===== src/rtl/voice_pkg.sv =====
// Shared types and helpers for the voice scheduler slice.
package voice_pkg;

  localparam int NW_DEF = 7;
  localparam int VW_DEF = 7;

  typedef enum logic [1:0] {
    IDLE   = 2'd0,
    SCAN   = 2'd1,
    COMMIT = 2'd2
  } state_t;

  // A note-on carrying velocity 0 is a note-off in MIDI running-status streams.
  function automatic logic note_on_eff(input logic on, input logic vel_nonzero);
    return on & vel_nonzero;
  endfunction

  // Width of a voice index; never less than one bit.
  function automatic int idx_width(input int n);
    return (n > 1) ? $clog2(n) : 1;
  endfunction

endpackage


===== src/rtl/voice_scheduler_if.sv =====
// Note-event handshake between the MIDI byte parser (master) and the scheduler (slave).
interface voice_scheduler_if #(
  parameter int NW = 7,
  parameter int VW = 7
);
  logic          ev_valid;
  logic          ev_ready;
  logic          ev_on;
  logic [NW-1:0] ev_note;
  logic [VW-1:0] ev_vel;

  modport master (output ev_valid, ev_on, ev_note, ev_vel, input ev_ready);
  modport slave  (input ev_valid, ev_on, ev_note, ev_vel, output ev_ready);
endinterface


===== src/rtl/voice_age_tracker.sv =====
// Age ranks for the voice bank: rank 0 is the newest voice, rank VOICES-1 the oldest.
// The rank array is a permutation of 0..VOICES-1 at all times.
module voice_age_tracker
  import voice_pkg::*;
#(
  parameter int VOICES = 4,
  localparam int IW = idx_width(VOICES)
) (
  input  logic          clk,
  input  logic          rst_n,
  input  logic          ce,
  input  logic          touch_en,
  input  logic [IW-1:0] touch_idx,
  output logic [IW-1:0] oldest_idx
);

  logic [IW-1:0] r_rank [VOICES];

  // Touching a voice makes it newest; everything younger than it ages by one.
  always_ff @(posedge clk or negedge rst_n) begin
    if (!rst_n) begin
      for (int i = 0; i < VOICES; i++) r_rank[i] <= IW'(i);
    end else if (ce && touch_en) begin
      for (int i = 0; i < VOICES; i++) begin
        if (IW'(i) == touch_idx)
          r_rank[i] <= '0;
        else if (r_rank[i] < r_rank[touch_idx])
          r_rank[i] <= r_rank[i] + 1'b1;
      end
    end
  end

  // Locate the voice holding the oldest rank.
  always_comb begin
    oldest_idx = '0;
    for (int i = 0; i < VOICES; i++) begin
      if (r_rank[i] == IW'(VOICES - 1)) oldest_idx = IW'(i);
    end
  end

endmodule


===== src/rtl/voice_scheduler.sv =====
// Voice scheduler: assigns MIDI note events to a bank of synth voices.
// Each accepted event scans the voice table one entry per ce cycle, then commits.
// Optional macro VOICE_STEAL_EN: when defined, a note-on with no match and no free
// voice steals the oldest voice; otherwise it is dropped and ev_drop pulses.
module voice_scheduler
  import voice_pkg::*;
#(
  parameter int VOICES = 4,
  parameter int NW     = NW_DEF,
  parameter int VW     = VW_DEF
) (
  input  logic                 clk,
  input  logic                 rst_n,
  input  logic                 ce,
  input  logic                 all_off,
  voice_scheduler_if.slave     ev,
  output logic [VOICES*NW-1:0] voice_note,
  output logic [VOICES*VW-1:0] voice_vel,
  output logic [VOICES-1:0]    voice_gate,
  output logic [VOICES-1:0]    voice_trig,
  output logic                 ev_drop
);

  localparam int IW = idx_width(VOICES);

  state_t            r_state;
  logic [IW-1:0]     r_idx;
  logic              r_ev_on;
  logic [NW-1:0]     r_ev_note;
  logic [VW-1:0]     r_ev_vel;
  logic              r_match_vld;
  logic [IW-1:0]     r_match_idx;
  logic              r_free_vld;
  logic [IW-1:0]     r_free_idx;
  logic [NW-1:0]     r_note_a [VOICES];
  logic [VW-1:0]     r_vel_a  [VOICES];
  logic [VOICES-1:0] r_gate;
  logic [VOICES-1:0] r_trig;
`ifndef VOICE_STEAL_EN
  logic              r_drop;
`endif

  logic              w_tgt_vld;
  logic [IW-1:0]     w_tgt_idx;
  logic [IW-1:0]     w_oldest_idx;
  logic              w_touch;
  logic              w_last;

  assign ev.ev_ready = (r_state == IDLE) && !all_off;
  assign w_last      = (r_idx == IW'(VOICES - 1));

  // Commit target: retrigger beats a free voice, a free voice beats the oldest.
  // Without stealing, an all-busy table leaves w_tgt_vld low and nothing is written.
  always_comb begin
    w_tgt_vld = 1'b1;
    w_tgt_idx = r_free_idx;
    if (r_match_vld) begin
      w_tgt_idx = r_match_idx;
    end else if (!r_free_vld) begin
      w_tgt_idx = w_oldest_idx;
`ifndef VOICE_STEAL_EN
      w_tgt_vld = 1'b0;
`endif
    end
  end

  assign w_touch = ce && !all_off && (r_state == COMMIT) && r_ev_on && w_tgt_vld;

  voice_age_tracker #(.VOICES(VOICES)) u_age (
    .clk        (clk),
    .rst_n      (rst_n),
    .ce         (ce),
    .touch_en   (w_touch),
    .touch_idx  (w_tgt_idx),
    .oldest_idx (w_oldest_idx)
  );

  // Event FSM and voice table; pulses clear every clk so they stay one clk wide.
  always_ff @(posedge clk or negedge rst_n) begin
    if (!rst_n) begin
      r_state     <= IDLE;
      r_idx       <= '0;
      r_ev_on     <= 1'b0;
      r_ev_note   <= '0;
      r_ev_vel    <= '0;
      r_match_vld <= 1'b0;
      r_match_idx <= '0;
      r_free_vld  <= 1'b0;
      r_free_idx  <= '0;
      r_gate      <= '0;
      r_trig      <= '0;
      for (int i = 0; i < VOICES; i++) begin
        r_note_a[i] <= '0;
        r_vel_a[i]  <= '0;
      end
`ifndef VOICE_STEAL_EN
      r_drop      <= 1'b0;
`endif
    end else begin
      r_trig <= '0;
`ifndef VOICE_STEAL_EN
      r_drop <= 1'b0;
`endif
      if (ce) begin
        if (all_off) begin
          r_gate  <= '0;
          for (int i = 0; i < VOICES; i++) r_vel_a[i] <= '0;
          r_state <= IDLE;
        end else begin
          case (r_state)
            IDLE: begin
              if (ev.ev_valid) begin
                r_ev_on     <= note_on_eff(ev.ev_on, |ev.ev_vel);
                r_ev_note   <= ev.ev_note;
                r_ev_vel    <= ev.ev_vel;
                r_idx       <= '0;
                r_match_vld <= 1'b0;
                r_free_vld  <= 1'b0;
                r_state     <= SCAN;
              end
            end
            SCAN: begin
              if (!r_match_vld && r_gate[r_idx] && (r_note_a[r_idx] == r_ev_note)) begin
                r_match_vld <= 1'b1;
                r_match_idx <= r_idx;
              end
              if (!r_free_vld && !r_gate[r_idx]) begin
                r_free_vld <= 1'b1;
                r_free_idx <= r_idx;
              end
              if (w_last) r_state <= COMMIT;
              else        r_idx   <= r_idx + 1'b1;
            end
            COMMIT: begin
              if (r_ev_on) begin
                if (w_tgt_vld) begin
                  r_note_a[w_tgt_idx] <= r_ev_note;
                  r_vel_a[w_tgt_idx]  <= r_ev_vel;
                  r_gate[w_tgt_idx]   <= 1'b1;
                  r_trig[w_tgt_idx]   <= 1'b1;
                end else begin
`ifndef VOICE_STEAL_EN
                  r_drop <= 1'b1;
`endif
                end
              end else if (r_match_vld) begin
                r_gate[r_match_idx]  <= 1'b0;
                r_vel_a[r_match_idx] <= '0;
              end
              r_state <= IDLE;
            end
            default: r_state <= IDLE;
          endcase
        end
      end
    end
  end

  for (genvar g = 0; g < VOICES; g++) begin : g_out
    assign voice_note[g*NW +: NW] = r_note_a[g];
    assign voice_vel[g*VW +: VW]  = r_vel_a[g];
  end

  assign voice_gate = r_gate;
  assign voice_trig = r_trig;
`ifdef VOICE_STEAL_EN
  assign ev_drop = 1'b0;
`else
  assign ev_drop = r_drop;
`endif

endmodule

===== src/flat_wrapper.sv =====
// flat-port wrapper written by rule: the top's interface ports become plain ports
module voice_scheduler_flat import voice_pkg::*;
#(
  parameter int VOICES = 4,
  parameter int NW     = NW_DEF,
  parameter int VW     = VW_DEF
)
  (clk, rst_n, ce, all_off, voice_note, voice_vel, voice_gate, voice_trig, ev_drop, ev_ev_valid, ev_ev_on, ev_ev_note, ev_ev_vel, ev_ev_ready);
  voice_scheduler_if #(.NW(NW), .VW(VW)) ev_i ();
  input  logic clk;
  input  logic rst_n;
  input  logic ce;
  input  logic all_off;
  output logic [VOICES*NW-1:0] voice_note;
  output logic [VOICES*VW-1:0] voice_vel;
  output logic [VOICES-1:0] voice_gate;
  output logic [VOICES-1:0] voice_trig;
  output logic ev_drop;
  input wire logic [$bits(ev_i.ev_valid)-1:0] ev_ev_valid;
  input wire logic [$bits(ev_i.ev_on)-1:0] ev_ev_on;
  input wire logic [$bits(ev_i.ev_note)-1:0] ev_ev_note;
  input wire logic [$bits(ev_i.ev_vel)-1:0] ev_ev_vel;
  output wire logic [$bits(ev_i.ev_ready)-1:0] ev_ev_ready;
  assign ev_i.ev_valid = ev_ev_valid;
  assign ev_i.ev_on = ev_ev_on;
  assign ev_i.ev_note = ev_ev_note;
  assign ev_i.ev_vel = ev_ev_vel;
  assign ev_ev_ready = ev_i.ev_ready;
  voice_scheduler #(.VOICES(VOICES), .NW(NW), .VW(VW)) u_core (.clk(clk), .rst_n(rst_n), .ce(ce), .all_off(all_off), .ev(ev_i), .voice_note(voice_note), .voice_vel(voice_vel), .voice_gate(voice_gate), .voice_trig(voice_trig), .ev_drop(ev_drop));
endmodule

===== config.mk =====
export PLATFORM = sky130hd
export DESIGN_NAME = voice_scheduler_flat
export DESIGN_NICKNAME = d
export VERILOG_FILES = /design/src/rtl/voice_pkg.sv /design/src/rtl/voice_scheduler_if.sv /design/src/rtl/voice_age_tracker.sv /design/src/rtl/voice_scheduler.sv /design/src/flat_wrapper.sv
export SDC_FILE = /design/constraint.sdc
export NUM_CORES = 1
export LEC_CHECK = 0
export ABC_CLOCK_PERIOD_IN_PS = 6000
export CAP_MARGIN = 20
export CORE_MARGIN = 1
export CORE_UTILIZATION = 50
export DETAILED_ROUTE_END_ITERATION = 12
export GPL_ROUTABILITY_DRIVEN = 1
export HOLD_SLACK_MARGIN = 0.1
export PLACE_DENSITY_LB_ADDON = 0.15
export SKIP_LAST_GASP = 1
export SLEW_MARGIN = 20
export SYNTH_ARGS = -nofsm -noshare
export SYNTH_HDL_FRONTEND = slang
export SYNTH_SLANG_ARGS = --single-unit

===== constraint.sdc =====
create_clock -name clk -period 6 [get_ports clk]
set_input_delay 1.2 -clock clk [delete_from_list [all_inputs] [get_ports clk]]
set_output_delay 1.2 -clock clk [all_outputs]
set_load 0.02 [all_outputs]

== Word level (Yosys, flattened, before mapping) ==
Cells that the tools add are included.

* Register bits after elaboration: 98
* Latch bits: 0
* Memory bits (read-only): 0
* Bits in writable memories: 0
* Memories: 0
* Output and inout bits: 66

* Add/subtract/negate cells: 5
* Equality and inequality tests: 17
* Reduce and logical (&&, ||, !) cells: 40
* Magnitude comparators: 14
* Divide/modulo/power cells: 0
* Multiplexer cells: 65
* Multiply operators: 0
* Shifts and indexed selects: 0
* Bitwise gates (word level): 10

{| class="wikitable"
|+ Operator list
! kind !! number
|-
| $mux W28 || 5
|-
| $bwmux W28 || 2
|-
| $mux W4 || 10
|-
| $mux W2 || 19
|-
| $and A28 B28 Y28 || 1
|-
| $demux W7 S2 || 2
|-
| $mux W7 || 4
|-
| $not A28 Y28 || 1
|-
| $reduce_and A5 Y1 || 4
|-
| $reduce_and A4 Y1 || 4
|-
| $bmux W7 S2 || 1
|-
| $mux W1 || 14
|-
| $logic_and A1 B1 Y1 || 13
|-
| $reduce_bool A2 Y1 || 6
|-
| $add A2 B1 Y2 const B || 5
|-
| $eq A2 B2 Y1 const B || 5
|-
| $ge A3 B3 Y1 const B || 3
|-
| $lt A2 B3 Y1 const B || 3
|-
| $not A2 Y3 || 3
|-
| $lt A2 B2 Y1 || 4
|-
| $pmux W2 S2 || 2
|-
| $reduce_and A2 Y1 || 4
|-
| $eq A7 B7 Y1 || 1
|-
| $reduce_or A7 Y1 || 1
|-
| 22 further kinds || 34
|}

== Depth between registers and ports, before layout ==
* Depth after elaboration: 16
* Mapped depth: 10

== By module ==
Synthesis repeated with hierarchy kept, for this count alone.

* Cell total of the unflattened synthesis: 371
* Area total of the unflattened synthesis: 4727.0 um2

{| class="wikitable"
|+ Modules (own cells, without submodules)
! module !! cells each !! instances !! area an instance (um2)
|-
| voice_scheduler || 292 || 1 || 4012.6
|-
| voice_age_tracker || 79 || 1 || 714.4
|}

== Worst setup path before layout ==
OpenSTA, ideal clock, no wires.

* Path kind: input-to-output
* Start: input all_off
* End: output ev_ev_ready
* Data arrival time: 1.900 ns
* Path slack: 2.900 ns
* Path buffers: 1
* Stages: 2
* Cell sequence: clkbuf_1 > nor3_1

* Longest elaborated chain between the ends: 2

{| class="wikitable"
|+ RTL lines
! item !! line !! text
|-
| start, declared || flat_wrapper.sv:13 || <nowiki>input logic all_off;</nowiki>
|-
| $logic_not A1 Y1 || voice_scheduler.sv:49 || <nowiki>assign ev.ev_ready = (r_state == IDLE) && !all_off;</nowiki>
|-
| $logic_and A1 B1 Y1 || voice_scheduler.sv:49 ||
|-
| end, declared || flat_wrapper.sv:23 || <nowiki>output wire logic [$bits(ev_i.ev_ready)-1:0] ev_ev_ready;</nowiki>
|}

Every way passes these cells.

== Final worst setup path ==
Same ends and word-level chain as after synthesis.

==> run_results.csv <==
group,metric,value,unit
timing,period_needed,3950,ps
route,wl,12200,µm
flow_run,drv_cap,0,
critical_path,cpMostUsedCell,"clkdlybuf4s50_1",
clocking,postCtsSetupBuffers,0,
global_routing,antenna_found_initial,0,
floorplanning,rows,35,
floorplanning,die_w,101,µm
floorplanning,die_h,101,µm
power,pwr-share-seq,49.6,%
synthesis,synthFlopType,"dfrtp_1",
global_routing,grt_max_degree,55,
critical_path,worst_setup_path_start_kind,"input pin",
clocking,cts_buffers,9,
synthesis,synth_area,4850,µm²
global_routing,grt_pass1_vias,3831,
power,p_switching,0.640,mW
cells_and_area,area_growth,22.6,%
clocking,hold_buffers,0,
synthesis,synth_top_family_by_area,"compound AO/OA/AOI/OAI gates",
synthesis,yosys_warnings,0,
clocking,clk_pin_slew_worst_paths,90,ps
synthesis,synth_top_area_share,48.5,%
critical_path,critPathMaxFanout,12,
route,vias,3861,
global_routing,grt.total_usage,25.5,%
timing,finalSetupTns,0,ps
route,vias_per_cell,5.71,
clocking,htree_num_levels,3,
synthesis,async_flop_share,100,%
floorplanning,coreArea,9330,µm²
worst_hold_path,hp-class,"flip-flop to flip-flop",
synthesis,ys_seq_area_share,50.6,%
power,ir_drop,0.143,mV
timing,worst_pin_slew,1010,ps
timing,finalClockSkew,15.6,ps
synthesis,synth_common_cells,"dfrtp_1 (94), nand2_1 (88), a21oi_1 (41)",
power,p_leak,2.64,nW
power,intPower,1.12,mW
timing,finalHoldViolations,0,
floorplanning,dieArea,10100,µm²
critical_path,critPathMaxStageDelay,640,ps
clocking,cts.path.max_buffers,2,
critical_path,arrival,2750,ps
route,wire_per_inst,18.0,µm
critical_path,endpoint_kind,"primary output",
cells_and_area,fin_nets,566,
power,switching_share,36.3,%
synthesis,yosys.area_share.simple,13.6,%
outcome,outcome,"complete, no violations",
synthesis,synth_fa_ha_area_share,1.03,%
placement,hpwl,8400,µm
synthesis,synth_area_leaders,"dfrtp_1 (48%), mux2_2 (8.1%), nand2_1 (6.8%), o22a_1 (5.6%), a21oi_1 (4.2%)",
synthesis,synthXorXnorAreaFrac,1.62,%
power,pwr_density_cell,297,nW/µm²
cells_and_area,utilization,63.8,%
placement,routabilityCongestion,0.870,
timing,maxSlewHeadroom,32.5,%
synthesis,synth_compound_area_share,16.9,%
floorplanning,pin_count,86,
cells_and_area,final_layout_size_suffix_gt1_share,14.1,%
route,dr.pass1.iters,5,
power,combPwrFrac,25.7,%
synthesis,yosysMostFrequentCell,"dfrtp_1",
critical_path,criticalPathCategory,"input pin to primary output",
critical_path,crit_slowest_cell,"clkdlybuf4s50_1",
route,drt_iter0_drc,261,
timing,maxSlewViolCount,0,
route,drtAntennaViolNets,0,
clocking,cts_root_buf,"clkbuf_8",
synthesis,ys_seq_elements,98,
route,drcViolationCount,0,
synthesis,ys_types,59,
synthesis,synth_edf_count,0,
synthesis,synth_area_leader_cell,"dfrtp_1",
timing,fmax,253,MHz
synthesis,synth_mux_area_share,12.4,%
clocking,cts_tree,"built",
timing,period_share,65.8,%
clocking,clk_latency,380,ps
floorplanning,start_util,52.0,%
clocking,clock_sinks,98,
timing,rsz0062_at_grt,"no",
cells_and_area,diodes,0,
global_routing,grt_overflow_total,0,
critical_path,path_cells,"clkdlybuf4s50_1 -> nor3_1 -> clkdlybuf4s50_1",
global_routing,grt_pass1_wl,19600,µm
power,clockPowerShare,24.7,%
synthesis,syn_nets,494,
clocking,cts-resized-gates,0,
critical_path,cp.required,4800,ps
synthesis,synthCells,470,
placement,numPortBuffers,85,
power,total_power,1.76,mW
synthesis,avgSynthCellArea,10.3,µm²
timing,setup_viol,0,
==> cell type report <==
class	count	area [µm²]
clock inverters	5	61.3
multi-input cells	332	2210
fillers	797	3380
clock buffers	11	131
repair buffers	89	878
inverters	12	45.0
flip-flops and latches	98	2460
well taps	129	161
==> state kept, by name, indices dropped and copies added, names as in the netlist <==
name and cells:
u_core.ev_drop 1, u_core.r_ev_note 7, u_core.r_ev_on 1, u_core.r_ev_vel 7, u_core.r_free_idx 2, u_core.r_free_vld 1
u_core.r_idx 2, u_core.r_match_idx 2, u_core.r_match_vld 1, u_core.r_state 2, u_core.u_age.r_rank 8, u_core.voice_gate 4
u_core.voice_note 28, u_core.voice_trig 4, u_core.voice_vel 28
==> layout by cell type (no fill, tap or decap), types with 6 or more instances in the layout <==
cell type,Yosys,final
nor3_1,12,12
dfrtp_1,94,94
o22a_1,31,31
inv_1,10,10
clkbuf_8,0,9
clkdlybuf4s50_1,0,84
mux2i_1,14,14
o21ai_0,11,11
a21oi_1,41,41
nand2_1,88,88
mux2_2,35,35
xnor2_1,6,6
nor2_1,16,16
==> path summary, 6_finish.rpt <==
path	start	to	cells past startpoint	slack (ps)
min in group asynchronous	rst_n	u_core.u_age.r_rank[7]$_DFFE_PN0P_	1	810
min reg2reg	u_core.voice_vel[1]$_DFFE_PN0P_	u_core.voice_vel[1]$_DFFE_PN0P_	1	520
max in group asynchronous	rst_n	u_core.voice_gate[1]$_DFFE_PN0P_	2	4100
max reg2reg	u_core.u_age.r_rank[0]$_DFFE_PN1P_	u_core.u_age.r_rank[4]$_DFFE_PN1P_	8	2570
max	all_off	ev_ev_ready	3	2050
min	u_core.voice_vel[1]$_DFFE_PN0P_	u_core.voice_vel[1]$_DFFE_PN0P_	1	520
==> routing by layer <==
metal	routed length, µm	track usage [%]	vias up
li1	-	-	1810
met1	5620	36.1	1894
met2	5680	39.4	136
met3	643	4.92	21
met4	250	9.25	0
met5	0	0	-
==> cell families after synthesis <==
family | count (synthesis)
buffers and inverters | 40
AO/OA/AOI/OAI | 120
multiplexers | 53
adder cells (fa/ha/maj) | 4
AND/OR/NAND/NOR | 146
flip-flops | 98
XOR/XNOR | 9
==> power by group through the flow <==
stage          clock (mW)  sequential, mW  combinational, mW
2_1_floorplan           0           0.775              0.432
3_3_place_gp            0           0.880              0.437
3_5_place_dp            0           0.885              0.446
4_1_cts             0.442           0.872              0.450
5_1_grt             0.469           0.888              0.499
6_report            0.436           0.875              0.452
==> through the flow <==
stage | hold slack [ps] | instances | instance area, µm² | setup WS (ps)
CTS | 518 | 676 | 5950 | 2070
detailed placement | 494 | 660 | 5750 | 1820
floorplan | 481 | 470 | 4850 | 2900
global route | 528 | 676 | 5950 | 1960
global placement | 493 | 660 | 5750 | 1910
finish | 516 | 676 | 5950 | 2050
==> critical path, delay by kind of cell <==
family | cells | cell delay [ps]
simple gates | 1 | 280
buf+inv | 2 | 1270
(Power assumes the default switching activity.)
